### src/rtl/unif_gen.sv
// Uniform random pair generator: 16-bit Galois LFSR draws (d1, d2) and optionally normalizes d1.
// Define UNIF_GEN_NORM_EN to enable the left-shift normalization of d1 (k, sat).
module unif_gen #(
    parameter logic [15:0] SEED_DEFAULT = 16'hACE1,
    parameter logic [1:0]  K_MAX        = 2'd3
) (
    input  logic        clk,
    input  logic        rst_n,
    input  logic        seed_load,
    input  logic [15:0] seed,
    input  logic        start,
    input  logic        ack,
    output logic [7:0]  d1,
    output logic [1:0]  k,
    output logic [7:0]  d2,
    output logic        valid,
    output logic        busy,
    output logic        sat
);

    localparam int unsigned LFSR_W = 16;
    localparam int unsigned DW     = 8;
    localparam int unsigned KW     = 2;
    localparam logic [LFSR_W-1:0] LFSR_MASK = 16'hB400;

`ifdef UNIF_GEN_NORM_EN
    localparam bit NORM_EN = 1'b1;
`else
    localparam bit NORM_EN = 1'b0;
`endif

    // With normalization off the shift limit collapses to zero: NORM exits on its first cycle.
    localparam logic [KW-1:0] K_LIM = NORM_EN ? K_MAX : KW'(0);

    typedef enum logic [1:0] {
        IDLE = 2'd0,
        DRAW = 2'd1,
        NORM = 2'd2,
        HOLD = 2'd3
    } state_e;

    state_e            state_q, state_d;
    logic [LFSR_W-1:0] lfsr_q, lfsr_d;
    logic [DW-1:0]     d1_q, d1_d;
    logic [DW-1:0]     d2_q, d2_d;
    logic [KW-1:0]     k_q, k_d;
    logic              sat_q, sat_d;
    logic              valid_q, valid_d;
    logic              busy_q, busy_d;
    logic [LFSR_W-1:0] lfsr_next_c;

    assign lfsr_next_c = {1'b0, lfsr_q[LFSR_W-1:1]} ^ (lfsr_q[0] ? LFSR_MASK : LFSR_W'(0));

    // Next-state and datapath control
    always_comb begin
        state_d = state_q;
        lfsr_d  = lfsr_q;
        d1_d    = d1_q;
        d2_d    = d2_q;
        k_d     = k_q;
        sat_d   = sat_q;

        if (seed_load) begin
            lfsr_d  = (seed == LFSR_W'(0)) ? SEED_DEFAULT : seed;
            state_d = IDLE;
        end else begin
            unique case (state_q)
                IDLE: begin
                    if (start) state_d = DRAW;
                end
                DRAW: begin
                    lfsr_d = lfsr_next_c;
                    d1_d   = lfsr_next_c[DW-1:0];
                    d2_d   = lfsr_next_c[LFSR_W-1:DW];
                    k_d    = KW'(0);
                    sat_d  = 1'b0;
                    if (lfsr_next_c[DW-1:0] != DW'(0)) state_d = NORM;
                end
                NORM: begin
                    if (d1_q[DW-1] || (k_q == K_LIM)) begin
                        state_d = HOLD;
                        sat_d   = NORM_EN && !d1_q[DW-1];
                    end else begin
                        d1_d = {d1_q[DW-2:0], 1'b0};
                        k_d  = k_q + KW'(1);
                    end
                end
                HOLD: begin
                    if (ack) state_d = start ? DRAW : IDLE;
                end
                default: state_d = IDLE;
            endcase
        end

        valid_d = (state_d == HOLD);
        busy_d  = (state_d == DRAW) || (state_d == NORM);
    end

    always_ff @(posedge clk or negedge rst_n) begin
        if (!rst_n) begin
            state_q <= IDLE;
            lfsr_q  <= SEED_DEFAULT;
            d1_q    <= '0;
            d2_q    <= '0;
            k_q     <= '0;
            sat_q   <= 1'b0;
            valid_q <= 1'b0;
            busy_q  <= 1'b0;
        end else begin
            state_q <= state_d;
            lfsr_q  <= lfsr_d;
            d1_q    <= d1_d;
            d2_q    <= d2_d;
            k_q     <= k_d;
            sat_q   <= sat_d;
            valid_q <= valid_d;
            busy_q  <= busy_d;
        end
    end

    assign d1    = d1_q;
    assign d2    = d2_q;
    assign k     = k_q;
    assign sat   = sat_q;
    assign valid = valid_q;
    assign busy  = busy_q;

endmodule

### config.mk
export PLATFORM = sky130hd
export DESIGN_NAME = unif_gen
export DESIGN_NICKNAME = d
export VERILOG_FILES = /design/src/rtl/unif_gen.sv
export SDC_FILE = /design/constraint.sdc
export NUM_CORES = 1
export LEC_CHECK = 0
export ABC_AREA = 1
export ABC_CLOCK_PERIOD_IN_PS = 4300
export CAP_MARGIN = 20
export CELL_PAD_IN_SITES_DETAIL_PLACEMENT = 0
export CELL_PAD_IN_SITES_GLOBAL_PLACEMENT = 1
export CORE_UTILIZATION = 40
export CTS_CLUSTER_SIZE = 40
export DETAILED_ROUTE_END_ITERATION = 16
export PLACE_DENSITY = 0.93
export SLEW_MARGIN = 20
export SYNTH_ARGS = -nofsm -noshare
export SYNTH_HDL_FRONTEND = slang
export SYNTH_SLANG_ARGS = --single-unit
### constraint.sdc
create_clock -name clk -period 4.3 [get_ports clk]
set_input_delay 0.43 -clock clk [delete_from_list [all_inputs] [get_ports clk]]
set_output_delay 0.43 -clock clk [all_outputs]
set_load 0.03 [all_outputs]
# == Word-level counts from Yosys, hierarchy flattened ==
# Cells that the tools add are included.
# W data, S select, Z words.
# totals
reg_bits,39
inputBits,21
out_inout_bits,21
word_cells,47
# classes
add_sub_neg,1
n_eq_ne,8
muxes,17
bitwise,2
n_reduce_logical,11
# ops
op,n
$mux W16,4
$logic_not A16 Y1,1
$pmux W8 S2,1
$xor A15 B16 Y16,1
$mux W2,6
$eq A2 B2 Y1 const B,4
$mux W8,1
$pmux W2 S4,1
$reduce_bool A8 Y1,1
$reduce_and A3 Y1,2
$eq A2 B1 Y1 const B,2
$logic_not A2 Y1,2
$ne A2 B2 Y1 const B,2
$pmux W2 S2,1
$reduce_bool A2 Y1,2
$add A2 B1 Y2 const B,1
$logic_or A1 B1 Y1,2
$mux W1,2
$pmux W1 S2,1
$reduce_and A2 Y1,1
$not A1 Y1,1

# == Longest topological paths before layout ==
# depth
ltp_word,8
mapped_depth,9
depth_no_buf,9

# == Worst setup path after synthesis ==
# Ideal clock, no wire load.
# synth_timing
path_kind,reg2reg
startpoint,register k_q[0] (netlist: k[0])
endpoint,register busy_q (netlist: busy)
setup_time_ps,126
arrival_time_ps,1416
t_required_ps,4174
setup_slack_ps,2758
path_stages_with_launch,8
n_path_buf,0
synth_period_minus_slack_ps,1542
path_cell_list,dfrtp_1 > inv_1 > ha_1 > o21ai_2 > nand3_1 > inv_1 > a21oi_1 > ha_1
# synth_via
elab_chain_len,7
elab_cells_between_ends,8
classes_between,eq/ne: 2; mux: 3; reduce/logical: 3
# synth_lines
item,line_no,text
"start, declared",46,"logic [KW-1:0] k_q, k_d;"
"start signal, assigned",114,k_q <= k_d;
$logic_not A2 Y1 (*),80,if (d1_q[DW-1] || (k_q == K_LIM)) begin
$logic_or A1 B1 Y1 (*),80,
$mux W2 (*),80,
$pmux W2 S4 (*),67,unique case (state_q)
$mux W2 (*),63,if (seed_load) begin
named net state_d[0],42,"state_e state_q, state_d;"
$eq A2 B1 Y1 or $eq A2 B2 Y1 (tied branches),96,busy_d = (state_d == DRAW) || (state_d == NORM);
$logic_or A1 B1 Y1 (*),96,
named net busy_d,49,"logic busy_q, busy_d;"
"end signal, assigned",117,busy_q <= busy_d;
"end, declared",49,
# The timed path passes the listed nets; every way through them passes the cells marked *.
# A chain may end at the register's enable or synchronous reset.

# == Final worst setup path ==
# layout_timing
startpoint,register state_q[0]
endpoint,register d1_q[4] (netlist: d1[4])
# layout_via
elab_chain_len,3
elab_cells_between_ends,6
classes_between,eq/ne: 3; mux: 1; reduce/logical: 2
# layout_lines
item,line_no,text
"start, declared",42,
"start signal, assigned",110,state_q <= state_d;
$eq A2 B2 Y1 or $eq A2 B1 Y1 (tied branches),67,
$ne A2 B2 Y1 (no line) or $reduce_bool A2 Y1 (tied branches),-,
$reduce_and A3 Y1 (no line),-,
"end signal, assigned",103,d1_q <= '0;
"end signal, assigned",112,d1_q <= d1_d;
"end, declared",44,"logic [DW-1:0] d1_q, d1_d;"
# Several ways; a longest one is shown, not always the timed one.

==> impl_metrics.py <==
metrics = {
    "cells_and_area": {
        "nets": 314,
        "areaGrowthSynthToFinish_pct": 26.5,
        "final_util": 0.529,
        "layout-drive-gt1-share": 0.0799,
        "antenna_cells": 0,
    },
    "cts": {
        "cts.path.max_buffers": 2,
        "tritoncts": "done",
        "ctsRootBufferMaster": "clkbuf_8",
        "clock_latency_ns": 0.29,
        "clk_pin_slew_ns": 0.08,
        "htreeDepth": 2,
        "cts_buffers": 5,
        "hold_buffers": 0,
        "post_cts_resized": 0,
        "cts_setup_buffers": 0,
        "cts.sinks": 38,
    },
    "placement": {
        "pre_cts_slack_ns": 2.00,
        "place_congestion": 0.826,
        "place_hpwl_mm": 2.98,
        "io_buffers": 40,
    },
    "timing": {
        "finalSetupViolations": 0,
        "grt_setup_unrepaired": "false",
        "fin_worst_skew_ns": 0.00766,
        "maxSlewViolCount": 0,
        "worst_hold_slack_ns": 0.230,
        "tightest_slew_ns": 0.834,
        "finalWorstSetupSlack_ns": 2.24,
        "max_freq_ghz": 0.485,
        "hold_viol": 0,
        "min_period_ns": 2.06,
        "tns_ns": 0,
        "slew_headroom": 0.444,
        "period_share": 0.480,
    },
    "global_routing": {
        "grt_start_max_net_pins": 39,
        "gr-usage-met3": 0.0375,
        "track_usage": 0.173,
        "grt_pass1_vias": 1503,
        "busiest_layer": "met2",
        "grt_pass1_wl_mm": 6.93,
        "gr-total-overflow": 0,
        "grt_util_met2": 0.264,
        "use_met1": 0.243,
        "antenna_found_initial": 0,
    },
    "yosys": {
        "synth_seq_area_share": 0.487,
        "syn-cell-area_um2": 1970,
        "netlist-cell-type-count": 29,
        "synth_fp_nets": 276,
        "synth_area_per_cell_um2": 7.93,
        "yosysWarningCount": 0,
        "ys_ff_latch": 38,
        "syn_inst": 249,
    },
    "worst_setup_path": {
        "reg2reg_from": "state_q[0]$_DFF_PN0_",
        "critPathRequiredTime_ns": 4.52,
        "cp_num_cells": 7,
        "cp_max_fo": 20,
        "worstPathCellList": "inv_1, ha_1, o21ai_2, nand2_1, nor2_2, nor2_1, a21oi_1",
        "rrSetupSlack_ns": 2.24,
        "r2r_end": "d1[4]$_DFFE_PN0P_",
        "worstRegToRegCells": 7,
        "cp.buffers_inverters": 1,
        "cp_slowest_stage_delay_ns": 0.53,
        "crit_start": "state_q[0]$_DFF_PN0_",
        "crit_family": "simple AND/OR/NAND/NOR gates",
        "cp-endpoint": "d1[4]$_DFFE_PN0P_",
        "crit_type": "reg -> reg",
        "start_kind": "flip-flop",
        "critPathSlowestCell": "nor2_2",
        "setup.worst_path.end_class": "flip-flop",
        "cp.arrival_ns": 2.28,
    },
    "detailed_routing": {
        "wl_mm": 4.09,
        "wl_per_cell_um": 11.5,
        "drc": 0,
        "via_per_inst": 4.60,
        "drt-initial-drc-count": 84,
        "drt_pass1_iterations": 4,
        "antenna_left": 0,
        "vias": 1632,
    },
    "power_and_ir_drop": {
        "peakVddDrop_mv": 0.296,
        "power.total_uw": 1740,
        "cellPowerDensity_nw_per_um2": 695,
        "power_leakage_uw": 0.00120,
    },
    "hold_path": {
        "hold_path_class": "in -> async",
    },
    "floorplanning": {
        "dieArea_um2": 5220,
        "core_um2": 4720,
        "die_h_um": 72.3,
        "io_pins": 42,
        "initial_utilization": 0.418,
        "die_x_um": 72.3,
        "rows": 25,
    },
    "outcome": {
        "status": "finished, final reports clean",
    },
    "run": {
        "drv_cap": 0,
    },
}
[sequential cells by signal, indices dropped and copies added, names as in the netlist]
register and flops:
k 2, lfsr_q 16, valid 1, state_q 2, d2 8, busy 1, d1 8
[synthesized netlist by cell type]
| library cell | number | area, um2 |
|---|---|---|
| inv_1 | 34 | 128 |
| buf_6 | 2 | 22.5 |
| o21ai_0 | 8 | 40.0 |
| nor2_1 | 25 | 93.8 |
| nor2_2 | 1 | 6.26 |
| o21ai_1 | 2 | 10.0 |
| o31ai_1 | 1 | 7.51 |
| conb_1 | 1 | 3.75 |
| nand2_2 | 1 | 6.26 |
| a21oi_1 | 11 | 55.1 |
| clkbuf_2 | 1 | 5.00 |
| ha_1 | 6 | 75.1 |
| o211ai_1 | 1 | 7.51 |
| o21a_1 | 7 | 52.6 |
| inv_2 | 1 | 3.75 |
| buf_4 | 3 | 22.5 |
| o22ai_1 | 3 | 18.8 |
| buf_2 | 3 | 15.0 |
| xnor2_1 | 2 | 17.5 |
| o221ai_1 | 4 | 35.0 |
| nand2_4 | 1 | 11.3 |
| o21ai_2 | 1 | 8.76 |
| nand3_1 | 10 | 50.1 |
| a31oi_1 | 1 | 6.26 |
| nand2_1 | 79 | 297 |
| inv_4 | 1 | 6.26 |
| dfrtp_1 | 30 | 751 |
| dfstp_2 | 8 | 210 |
| xor2_1 | 1 | 8.76 |
[cell families after synthesis]
group	synth area share
other cells	0.00190
simple gates	0.235
flops	0.487
fa+ha+maj	0.0380
buf+inv	0.103
xor+xnor	0.0133
compound gates	0.122
[power breakdown]
group          leakage [uW]  internal [uW]  switching, uW
sequential         0.000451            518           99.7
combinational      0.000692            326            491
clock             0.0000579            171            131
[metal layers]
metal	wire length, um	up-vias
met4	61	0
met3	177	7
met5	0	-
met2	1860	39
li1	-	851
met1	1980	735
[area by class of cell]
type                    instances  area (um2)
fillers                       445        2230
flip-flops and latches         38         961
multi-input cells             166         811
repair buffers                 40         395
inverters                      36         138
well taps                      67        83.8
clock buffers                   5        68.8
clock inverters                 3        40.0
[stage by stage]
stage / std cells / instance area (um2)
final: 355 / 2500
after global routing: 355 / 2500
after CTS: 355 / 2500
after detailed placement: 347 / 2390
after global placement: 347 / 2390
after floorplan: 249 / 1970
[layout by cell type (no fill, tap or decap), types with 2 or more instances in the layout]
master and instances:
inv_1 34, o21ai_0 8, nor2_1 25, o22ai_1 3, nand2_1 79, xnor2_1 2, o221ai_1 4, clkdlybuf4s50_1 39
clkbuf_8 5, a21oi_1 11, clkinv_2 2, dfrtp_1 30, nand3_1 10, dfstp_2 8, o21ai_1 2, o21a_1 7
ha_1 6
[how the worst min path moves through the flow]
| stage | cells after the start | from | end | slack, ns |
|---|---|---|---|---|
| 2_1_floorplan | 0 | rst_n | busy$_DFF_PN0_ | 0.13 |
| 3_3_place_gp | 2 | lfsr_q[13]$_DFFE_PN1P_ | lfsr_q[13]$_DFFE_PN1P_ | 0.47 |
| 3_5_place_dp | 2 | lfsr_q[10]$_DFFE_PN1P_ | lfsr_q[10]$_DFFE_PN1P_ | 0.47 |
| 4_1_cts | 1 | rst_n | d2[2]$_DFFE_PN0P_ | 0.26 |
| 5_1_grt | 1 | rst_n | d2[4]$_DFFE_PN0P_ | 0.31 |
| 6_report | 1 | rst_n | d2[4]$_DFFE_PN0P_ | 0.23 |
Note: power is estimated with default switching activity, not from simulation.
